`src/rtl/ctrl_pipe_if.sv`:
```
// Control-bundle interface between ID-stage decode and the pipeline control block.
// master drives decoded ID fields and the EX zero flag; slave returns hazard, flush and stage controls.
interface ctrl_pipe_if #(
  parameter int RA_W = 5
);
  logic            id_reg_dst;
  logic            id_reg_write;
  logic            id_alu_src;
  logic            id_mem_write;
  logic            id_mem_to_reg;
  logic            id_beq;
  logic            id_bne;
  logic            id_j;
  logic [RA_W-1:0] id_rs;
  logic [RA_W-1:0] id_rt;
  logic [RA_W-1:0] id_rd;
  logic            ex_zero;

  logic            hold_pc;
  logic            flush_if_id;
  logic            jump_taken;
  logic            branch_taken;
  logic            ex_alu_src;
  logic            ex_beq;
  logic            ex_bne;
  logic [RA_W-1:0] ex_rs;
  logic [RA_W-1:0] ex_rt;
  logic [RA_W-1:0] ex_dst;
  logic            mem_mem_write;
  logic            mem_mem_to_reg;
  logic            mem_reg_write;
  logic [RA_W-1:0] mem_dst;
  logic            wb_reg_write;
  logic            wb_mem_to_reg;
  logic [RA_W-1:0] wb_dst;
  logic [1:0]      fwd_a;
  logic [1:0]      fwd_b;

  modport master (
    output id_reg_dst, id_reg_write, id_alu_src, id_mem_write, id_mem_to_reg,
           id_beq, id_bne, id_j, id_rs, id_rt, id_rd, ex_zero,
    input  hold_pc, flush_if_id, jump_taken, branch_taken,
           ex_alu_src, ex_beq, ex_bne, ex_rs, ex_rt, ex_dst,
           mem_mem_write, mem_mem_to_reg, mem_reg_write, mem_dst,
           wb_reg_write, wb_mem_to_reg, wb_dst, fwd_a, fwd_b
  );

  modport slave (
    input  id_reg_dst, id_reg_write, id_alu_src, id_mem_write, id_mem_to_reg,
           id_beq, id_bne, id_j, id_rs, id_rt, id_rd, ex_zero,
    output hold_pc, flush_if_id, jump_taken, branch_taken,
           ex_alu_src, ex_beq, ex_bne, ex_rs, ex_rt, ex_dst,
           mem_mem_write, mem_mem_to_reg, mem_reg_write, mem_dst,
           wb_reg_write, wb_mem_to_reg, wb_dst, fwd_a, fwd_b
  );
endinterface

```
`src/rtl/ctrl_pipe.sv`:
```
// MIPS 5-stage control pipeline: ID/EX, EX/MEM, MEM/WB control registers, branch/jump resolve,
// load-use stall with bubble insertion and EX operand forwarding selects. Only ID/EX ever bubbles.
module ctrl_pipe #(
  parameter int RA_W   = 5,
  parameter bit FWD_EN = 1'b1
) (
  input  logic         clk,
  input  logic         rst_n,
  ctrl_pipe_if.slave   bus
);
  typedef logic [RA_W-1:0] ra_t;

  // ID/EX
  logic ex_reg_write_q, ex_mem_write_q, ex_mem_to_reg_q, ex_alu_src_q, ex_beq_q, ex_bne_q;
  ra_t  ex_rs_q, ex_rt_q, ex_dst_q;
  // EX/MEM
  logic mem_reg_write_q, mem_mem_write_q, mem_mem_to_reg_q;
  ra_t  mem_dst_q;
  // MEM/WB
  logic wb_reg_write_q, wb_mem_to_reg_q;
  ra_t  wb_dst_q;

  logic branch_taken, load_use, hold_pc, jump_taken;
  ra_t  id_dst;

  assign id_dst       = bus.id_reg_dst ? bus.id_rd : bus.id_rt;
  assign branch_taken = (ex_beq_q & bus.ex_zero) | (ex_bne_q & ~bus.ex_zero);
  assign load_use     = ex_mem_to_reg_q & ex_reg_write_q &
                        ((ex_dst_q == bus.id_rs) | (ex_dst_q == bus.id_rt));
  // A taken branch squashes the stalled instruction anyway, so it overrides the stall.
  assign hold_pc      = load_use & ~branch_taken;
  assign jump_taken   = bus.id_j & ~hold_pc & ~branch_taken;

  always_ff @(posedge clk or negedge rst_n) begin
    if (!rst_n) begin
      ex_reg_write_q  <= 1'b0;
      ex_mem_write_q  <= 1'b0;
      ex_mem_to_reg_q <= 1'b0;
      ex_alu_src_q    <= 1'b0;
      ex_beq_q        <= 1'b0;
      ex_bne_q        <= 1'b0;
      ex_rs_q         <= '0;
      ex_rt_q         <= '0;
      ex_dst_q        <= '0;
    end else if (branch_taken || hold_pc) begin
      ex_reg_write_q  <= 1'b0;
      ex_mem_write_q  <= 1'b0;
      ex_mem_to_reg_q <= 1'b0;
      ex_alu_src_q    <= 1'b0;
      ex_beq_q        <= 1'b0;
      ex_bne_q        <= 1'b0;
      ex_rs_q         <= '0;
      ex_rt_q         <= '0;
      ex_dst_q        <= '0;
    end else begin
      // Writes to $zero are dropped here so no later stage ever forwards or stalls on r0.
      ex_reg_write_q  <= bus.id_reg_write & (id_dst != '0);
      ex_mem_write_q  <= bus.id_mem_write;
      ex_mem_to_reg_q <= bus.id_mem_to_reg;
      ex_alu_src_q    <= bus.id_alu_src;
      ex_beq_q        <= bus.id_beq;
      ex_bne_q        <= bus.id_bne;
      ex_rs_q         <= bus.id_rs;
      ex_rt_q         <= bus.id_rt;
      ex_dst_q        <= id_dst;
    end
  end

  always_ff @(posedge clk or negedge rst_n) begin
    if (!rst_n) begin
      mem_reg_write_q  <= 1'b0;
      mem_mem_write_q  <= 1'b0;
      mem_mem_to_reg_q <= 1'b0;
      mem_dst_q        <= '0;
      wb_reg_write_q   <= 1'b0;
      wb_mem_to_reg_q  <= 1'b0;
      wb_dst_q         <= '0;
    end else begin
      mem_reg_write_q  <= ex_reg_write_q;
      mem_mem_write_q  <= ex_mem_write_q;
      mem_mem_to_reg_q <= ex_mem_to_reg_q;
      mem_dst_q        <= ex_dst_q;
      wb_reg_write_q   <= mem_reg_write_q;
      wb_mem_to_reg_q  <= mem_mem_to_reg_q;
      wb_dst_q         <= mem_dst_q;
    end
  end

  function automatic logic [1:0] fwd_sel(input ra_t src);
    if (mem_reg_write_q && (mem_dst_q != '0) && (mem_dst_q == src)) return 2'b10;
    if (wb_reg_write_q && (wb_dst_q != '0) && (wb_dst_q == src))    return 2'b01;
    return 2'b00;
  endfunction

  if (FWD_EN) begin : g_fwd
    assign bus.fwd_a = fwd_sel(ex_rs_q);
    assign bus.fwd_b = fwd_sel(ex_rt_q);
  end else begin : g_no_fwd
    assign bus.fwd_a = 2'b00;
    assign bus.fwd_b = 2'b00;
  end

  assign bus.hold_pc        = hold_pc;
  assign bus.branch_taken   = branch_taken;
  assign bus.jump_taken     = jump_taken;
  assign bus.flush_if_id    = branch_taken | jump_taken;
  assign bus.ex_alu_src     = ex_alu_src_q;
  assign bus.ex_beq         = ex_beq_q;
  assign bus.ex_bne         = ex_bne_q;
  assign bus.ex_rs          = ex_rs_q;
  assign bus.ex_rt          = ex_rt_q;
  assign bus.ex_dst         = ex_dst_q;
  assign bus.mem_mem_write  = mem_mem_write_q;
  assign bus.mem_mem_to_reg = mem_mem_to_reg_q;
  assign bus.mem_reg_write  = mem_reg_write_q;
  assign bus.mem_dst        = mem_dst_q;
  assign bus.wb_reg_write   = wb_reg_write_q;
  assign bus.wb_mem_to_reg  = wb_mem_to_reg_q;
  assign bus.wb_dst         = wb_dst_q;
endmodule

```
`src/flat_wrapper.sv`:
```
// flat-port wrapper written by rule: the top's interface ports become plain ports
module ctrl_pipe_flat 
#(
  parameter int RA_W   = 5,
  parameter bit FWD_EN = 1'b1
)
  (clk, rst_n, bus_id_reg_dst, bus_id_reg_write, bus_id_alu_src, bus_id_mem_write, bus_id_mem_to_reg, bus_id_beq, bus_id_bne, bus_id_j, bus_id_rs, bus_id_rt, bus_id_rd, bus_ex_zero, bus_hold_pc, bus_flush_if_id, bus_jump_taken, bus_branch_taken, bus_ex_alu_src, bus_ex_beq, bus_ex_bne, bus_ex_rs, bus_ex_rt, bus_ex_dst, bus_mem_mem_write, bus_mem_mem_to_reg, bus_mem_reg_write, bus_mem_dst, bus_wb_reg_write, bus_wb_mem_to_reg, bus_wb_dst, bus_fwd_a, bus_fwd_b);
  ctrl_pipe_if #(.RA_W(RA_W)) bus_i ();
  input  logic clk;
  input  logic rst_n;
  input wire logic [$bits(bus_i.id_reg_dst)-1:0] bus_id_reg_dst;
  input wire logic [$bits(bus_i.id_reg_write)-1:0] bus_id_reg_write;
  input wire logic [$bits(bus_i.id_alu_src)-1:0] bus_id_alu_src;
  input wire logic [$bits(bus_i.id_mem_write)-1:0] bus_id_mem_write;
  input wire logic [$bits(bus_i.id_mem_to_reg)-1:0] bus_id_mem_to_reg;
  input wire logic [$bits(bus_i.id_beq)-1:0] bus_id_beq;
  input wire logic [$bits(bus_i.id_bne)-1:0] bus_id_bne;
  input wire logic [$bits(bus_i.id_j)-1:0] bus_id_j;
  input wire logic [$bits(bus_i.id_rs)-1:0] bus_id_rs;
  input wire logic [$bits(bus_i.id_rt)-1:0] bus_id_rt;
  input wire logic [$bits(bus_i.id_rd)-1:0] bus_id_rd;
  input wire logic [$bits(bus_i.ex_zero)-1:0] bus_ex_zero;
  output wire logic [$bits(bus_i.hold_pc)-1:0] bus_hold_pc;
  output wire logic [$bits(bus_i.flush_if_id)-1:0] bus_flush_if_id;
  output wire logic [$bits(bus_i.jump_taken)-1:0] bus_jump_taken;
  output wire logic [$bits(bus_i.branch_taken)-1:0] bus_branch_taken;
  output wire logic [$bits(bus_i.ex_alu_src)-1:0] bus_ex_alu_src;
  output wire logic [$bits(bus_i.ex_beq)-1:0] bus_ex_beq;
  output wire logic [$bits(bus_i.ex_bne)-1:0] bus_ex_bne;
  output wire logic [$bits(bus_i.ex_rs)-1:0] bus_ex_rs;
  output wire logic [$bits(bus_i.ex_rt)-1:0] bus_ex_rt;
  output wire logic [$bits(bus_i.ex_dst)-1:0] bus_ex_dst;
  output wire logic [$bits(bus_i.mem_mem_write)-1:0] bus_mem_mem_write;
  output wire logic [$bits(bus_i.mem_mem_to_reg)-1:0] bus_mem_mem_to_reg;
  output wire logic [$bits(bus_i.mem_reg_write)-1:0] bus_mem_reg_write;
  output wire logic [$bits(bus_i.mem_dst)-1:0] bus_mem_dst;
  output wire logic [$bits(bus_i.wb_reg_write)-1:0] bus_wb_reg_write;
  output wire logic [$bits(bus_i.wb_mem_to_reg)-1:0] bus_wb_mem_to_reg;
  output wire logic [$bits(bus_i.wb_dst)-1:0] bus_wb_dst;
  output wire logic [$bits(bus_i.fwd_a)-1:0] bus_fwd_a;
  output wire logic [$bits(bus_i.fwd_b)-1:0] bus_fwd_b;
  assign bus_i.id_reg_dst = bus_id_reg_dst;
  assign bus_i.id_reg_write = bus_id_reg_write;
  assign bus_i.id_alu_src = bus_id_alu_src;
  assign bus_i.id_mem_write = bus_id_mem_write;
  assign bus_i.id_mem_to_reg = bus_id_mem_to_reg;
  assign bus_i.id_beq = bus_id_beq;
  assign bus_i.id_bne = bus_id_bne;
  assign bus_i.id_j = bus_id_j;
  assign bus_i.id_rs = bus_id_rs;
  assign bus_i.id_rt = bus_id_rt;
  assign bus_i.id_rd = bus_id_rd;
  assign bus_i.ex_zero = bus_ex_zero;
  assign bus_hold_pc = bus_i.hold_pc;
  assign bus_flush_if_id = bus_i.flush_if_id;
  assign bus_jump_taken = bus_i.jump_taken;
  assign bus_branch_taken = bus_i.branch_taken;
  assign bus_ex_alu_src = bus_i.ex_alu_src;
  assign bus_ex_beq = bus_i.ex_beq;
  assign bus_ex_bne = bus_i.ex_bne;
  assign bus_ex_rs = bus_i.ex_rs;
  assign bus_ex_rt = bus_i.ex_rt;
  assign bus_ex_dst = bus_i.ex_dst;
  assign bus_mem_mem_write = bus_i.mem_mem_write;
  assign bus_mem_mem_to_reg = bus_i.mem_mem_to_reg;
  assign bus_mem_reg_write = bus_i.mem_reg_write;
  assign bus_mem_dst = bus_i.mem_dst;
  assign bus_wb_reg_write = bus_i.wb_reg_write;
  assign bus_wb_mem_to_reg = bus_i.wb_mem_to_reg;
  assign bus_wb_dst = bus_i.wb_dst;
  assign bus_fwd_a = bus_i.fwd_a;
  assign bus_fwd_b = bus_i.fwd_b;
  ctrl_pipe #(.RA_W(RA_W), .FWD_EN(FWD_EN)) u_core (.clk(clk), .rst_n(rst_n), .bus(bus_i));
endmodule
```
`config.mk`:
```
export PLATFORM = sky130hd
export DESIGN_NAME = ctrl_pipe_flat
export DESIGN_NICKNAME = d
export VERILOG_FILES = /design/src/rtl/ctrl_pipe_if.sv /design/src/rtl/ctrl_pipe.sv /design/src/flat_wrapper.sv
export SDC_FILE = /design/constraint.sdc
export NUM_CORES = 1
export LEC_CHECK = 0
export CAP_MARGIN = 25
export CORE_MARGIN = 5
export CORE_UTILIZATION = 45
export DETAILED_ROUTE_END_ITERATION = 8
export PLACE_DENSITY = 0.86
export SYNTH_ARGS = -nofsm -noshare
export SYNTH_HDL_FRONTEND = slang
export SYNTH_SLANG_ARGS = --single-unit
```
`constraint.sdc`:
```
create_clock -name clk -period 2.5 [get_ports clk]
set_input_delay 0.375 -clock clk [delete_from_list [all_inputs] [get_ports clk]]
set_output_delay 0.375 -clock clk [all_outputs]
set_load 0.005 [all_outputs]
```
==> out/summary.txt <==
Status: completed
Worst-path clk slew: 0.11 ns
Unrepaired setup endpoints after global routing: false
Clock sink count: 36
Yosys warns: 0
Layout fillers: 235
DR vias/cell: 5.00
Hold Crit Class: in -> reg
Layout cells sized above 1: 19.3%
Std cell rows: 21
Unique masters post-synth: 23
CP Cell Sequence: or4_1, o21ai_4, nor4_4, nor4_2, buf_2
Setup ws final: 0.0800 ns
Slowest CP cell: or4_1
Most common library cell in the layout ignoring fill and taps: clkdlybuf4s50_1
Vert. Die Dim: 68.9 um
Syn Std Cell Area: 1560 um2
Number of remaining DRC errors: 0
Max cap viols: 0
Hold Slack: 0.309 ns
I/O pins: 67
Static Leak: 1.18 nW
Final Hold Fails: 0
Post-DRT Antenna Nets: 0
H-Tree Level Count: 2
Vias in the first global route: 1437
Max Root-Sink Buffers: 2
Antenna violations before repair: 0
Commonest non-fill, non-tap cells in the layout: clkdlybuf4s50_1 (58), dfrtp_1 (33), nand2_1 (15), nor2_1 (15), buf_4 (15)
Final setup viols: 0
Main combinational cell family by area after synthesis: simple AND/OR/NAND/NOR gates
Post-Syn Nets: 164
Die X: 68.9 um
Hold-fix buffers, CTS: 0
Area fraction in compound gates after synthesis: 2.17%
Post-DP HPWL: 3330 um
Final worst-path cycle share: 96.8%
DR WL/cell: 16.0 um
Root Driver: clkbuf_4
CTS tree: built
CP peak stage delay: 0.56 ns
Peak supply drop: 0.415 mV
Post-synthesis simple-gate area fraction: 17.7%
GRT overflow: 0
Final Critical Period: 2.42 ns
Routability Congestion: 0.961
FMAX: 0.413 GHz
Setup TNS Final: 0 ns
Synth Register Bits: 36
Logic pwr share: 29.3%
Fin util: 76.2%
Pwr dens: 575 nW/um2
P_sw: 0.433 mW
Worst path required time: 2.12 ns
CTS Buf Count: 5
WL final: 4310 um
Syn Inst Count: 138
Worst slew pin tran: 0.434 ns
Initial DRC Count: 25
Dpl ws: -0.0714 ns
Xor/xnor share of the synthesized area: 16.9%
Via count: 1346
CP startpoint kind: flop
Clock Skew: 0.00968 ns
CP top delay family: simple AND/OR/NAND/NOR gates
Total Routing Usage GR: 19.8%
Adder-cell area share of the yosys netlist: 0%
Area grow syn2layout: 63.2%
Sw Ratio: 29.6%
Layout net count: 248
Seq/Total Area, Yosys: 57.8%
Slew Limit Headroom: 71.1%
Initial Util: 46.7%
Critical path type: reg -> out
Internal power consumption: 1.03 mW
R2R Setup Slk: 0.90 ns
WP buf/inv: 1
Die area: 4740 um2
Largest net degree at the start of global routing: 37
Worst Path Max Fanout: 2
Worst-Skew Late Latency: 0.34 ns
N_diodes: 0
Reg power frac: 48.8%
Final slew viol count: 0
Element type at the critical path end: output pin
Clock Power Share: 21.9%
Number of port buffers: 66
Core area: 3340 um2
Worst EP arrival: 2.04 ns
Mux contribution to synthesized area: 4.09%
Total power: 1.46 mW
Syn_area_per_cell: 11.3 um2
Global-route wire length before repair: 6670 um
Drt first pass iters: 4
## final cells by class
cell class                      count  area (um2)  share of cell area [%]
Clock inverter                      2        10.0                   0.394
Sequential cell                    36         905                    35.6
Timing Repair Buffer               81         774                    30.4
Clock buffer                        6        51.3                    2.02
Multi-Input combinational cell     96         738                    29.0
Inverter                            2        7.51                   0.295
Tap cell                           46        57.6                    2.26
## synth_stat cells
cell type,count,share of area (%)
and2_1,1,0.40
clkbuf_1,4,0.96
clkinv_1,1,0.24
dfrtp_1,36,58
inv_1,1,0.24
mux2i_1,5,3.2
mux2i_2,1,0.88
nand2_1,15,3.6
nand3_1,4,1.3
nand3b_1,1,0.48
nand4_1,2,0.80
nor2_1,15,3.6
nor3_1,7,2.2
nor4_1,3,1.2
nor4_2,2,1.6
o21ai_0,1,0.32
o21ai_1,1,0.32
o21ai_2,1,0.56
o22ai_1,1,0.40
o311ai_0,1,0.56
or4_1,5,2.4
xnor2_1,16,9.0
xor2_1,14,7.9
## worst min-delay path, stage by stage
cell	delay [ns]
dlymetal6s2s_1	0.15
nand2_1	0.06
nor2_1	0.04
## stage by stage
step / std cells / area (um2)
4_1_cts: 268 / 2460
2_1_floorplan: 138 / 1560
3_5_place_dp: 259 / 2360
6_report: 269 / 2540
5_1_grt: 269 / 2540
3_3_place_gp: 259 / 2360
## layer usage
metal	GRT usage (%)	part of all wire, %	vias to the layer above
met4	8.76	2.8	0
li1	-	-	632
met5	0	0	-
met1	22.3	39	623
met2	33.7	48	76
met3	6.97	9.5	15
## power by group through the flow
| stage | Combinational (mW) | Sequential, mW | Clock (mW) |
|---|---|---|---|
| after global routing | 0.464 | 0.723 | 0.357 |
| after CTS | 0.409 | 0.711 | 0.336 |
| after detailed placement | 0.389 | 0.722 | 0 |
| final | 0.428 | 0.715 | 0.320 |
| after global placement | 0.378 | 0.718 | 0 |
| after floorplan | 0.134 | 0.720 | 0 |
## worst paths after layout
path | start | to | depth (start not counted)
max in group asynchronous | rst_n | u_core.bus.wb_dst[0] | 2
min in group asynchronous | rst_n | u_core.ex_reg_write_q | 2
hold reg to reg | u_core.ex_mem_write_q | u_core.bus.mem_mem_write | 0
setup / recovery | u_core.bus.mem_dst[3] | bus_fwd_b[0] | 5
setup reg to reg | u_core.bus.ex_dst[3] | u_core.bus.ex_dst[0] | 6
hold / removal | bus_id_rs[2] | u_core.bus.ex_rs[2] | 3
## logic make-up after synthesis
| kind of cell | count (synthesis) |
|---|---|
| multiplexers | 6 |
| XOR/XNOR | 30 |
| flip-flops | 36 |
| AND/OR/NAND/NOR | 55 |
| buffers and inverters | 6 |
| AO/OA/AOI/OAI | 5 |
## repair_timing
item                                    in CTS  in global routing
pin swaps                                    2                  5
setup buffers                                1                  1
gates resized for setup                     12                 20
endpoints found under the setup margin       5                  4
hold endpoints to repair                     0                  0
Note: power is estimated with default switching activity, not from simulation.
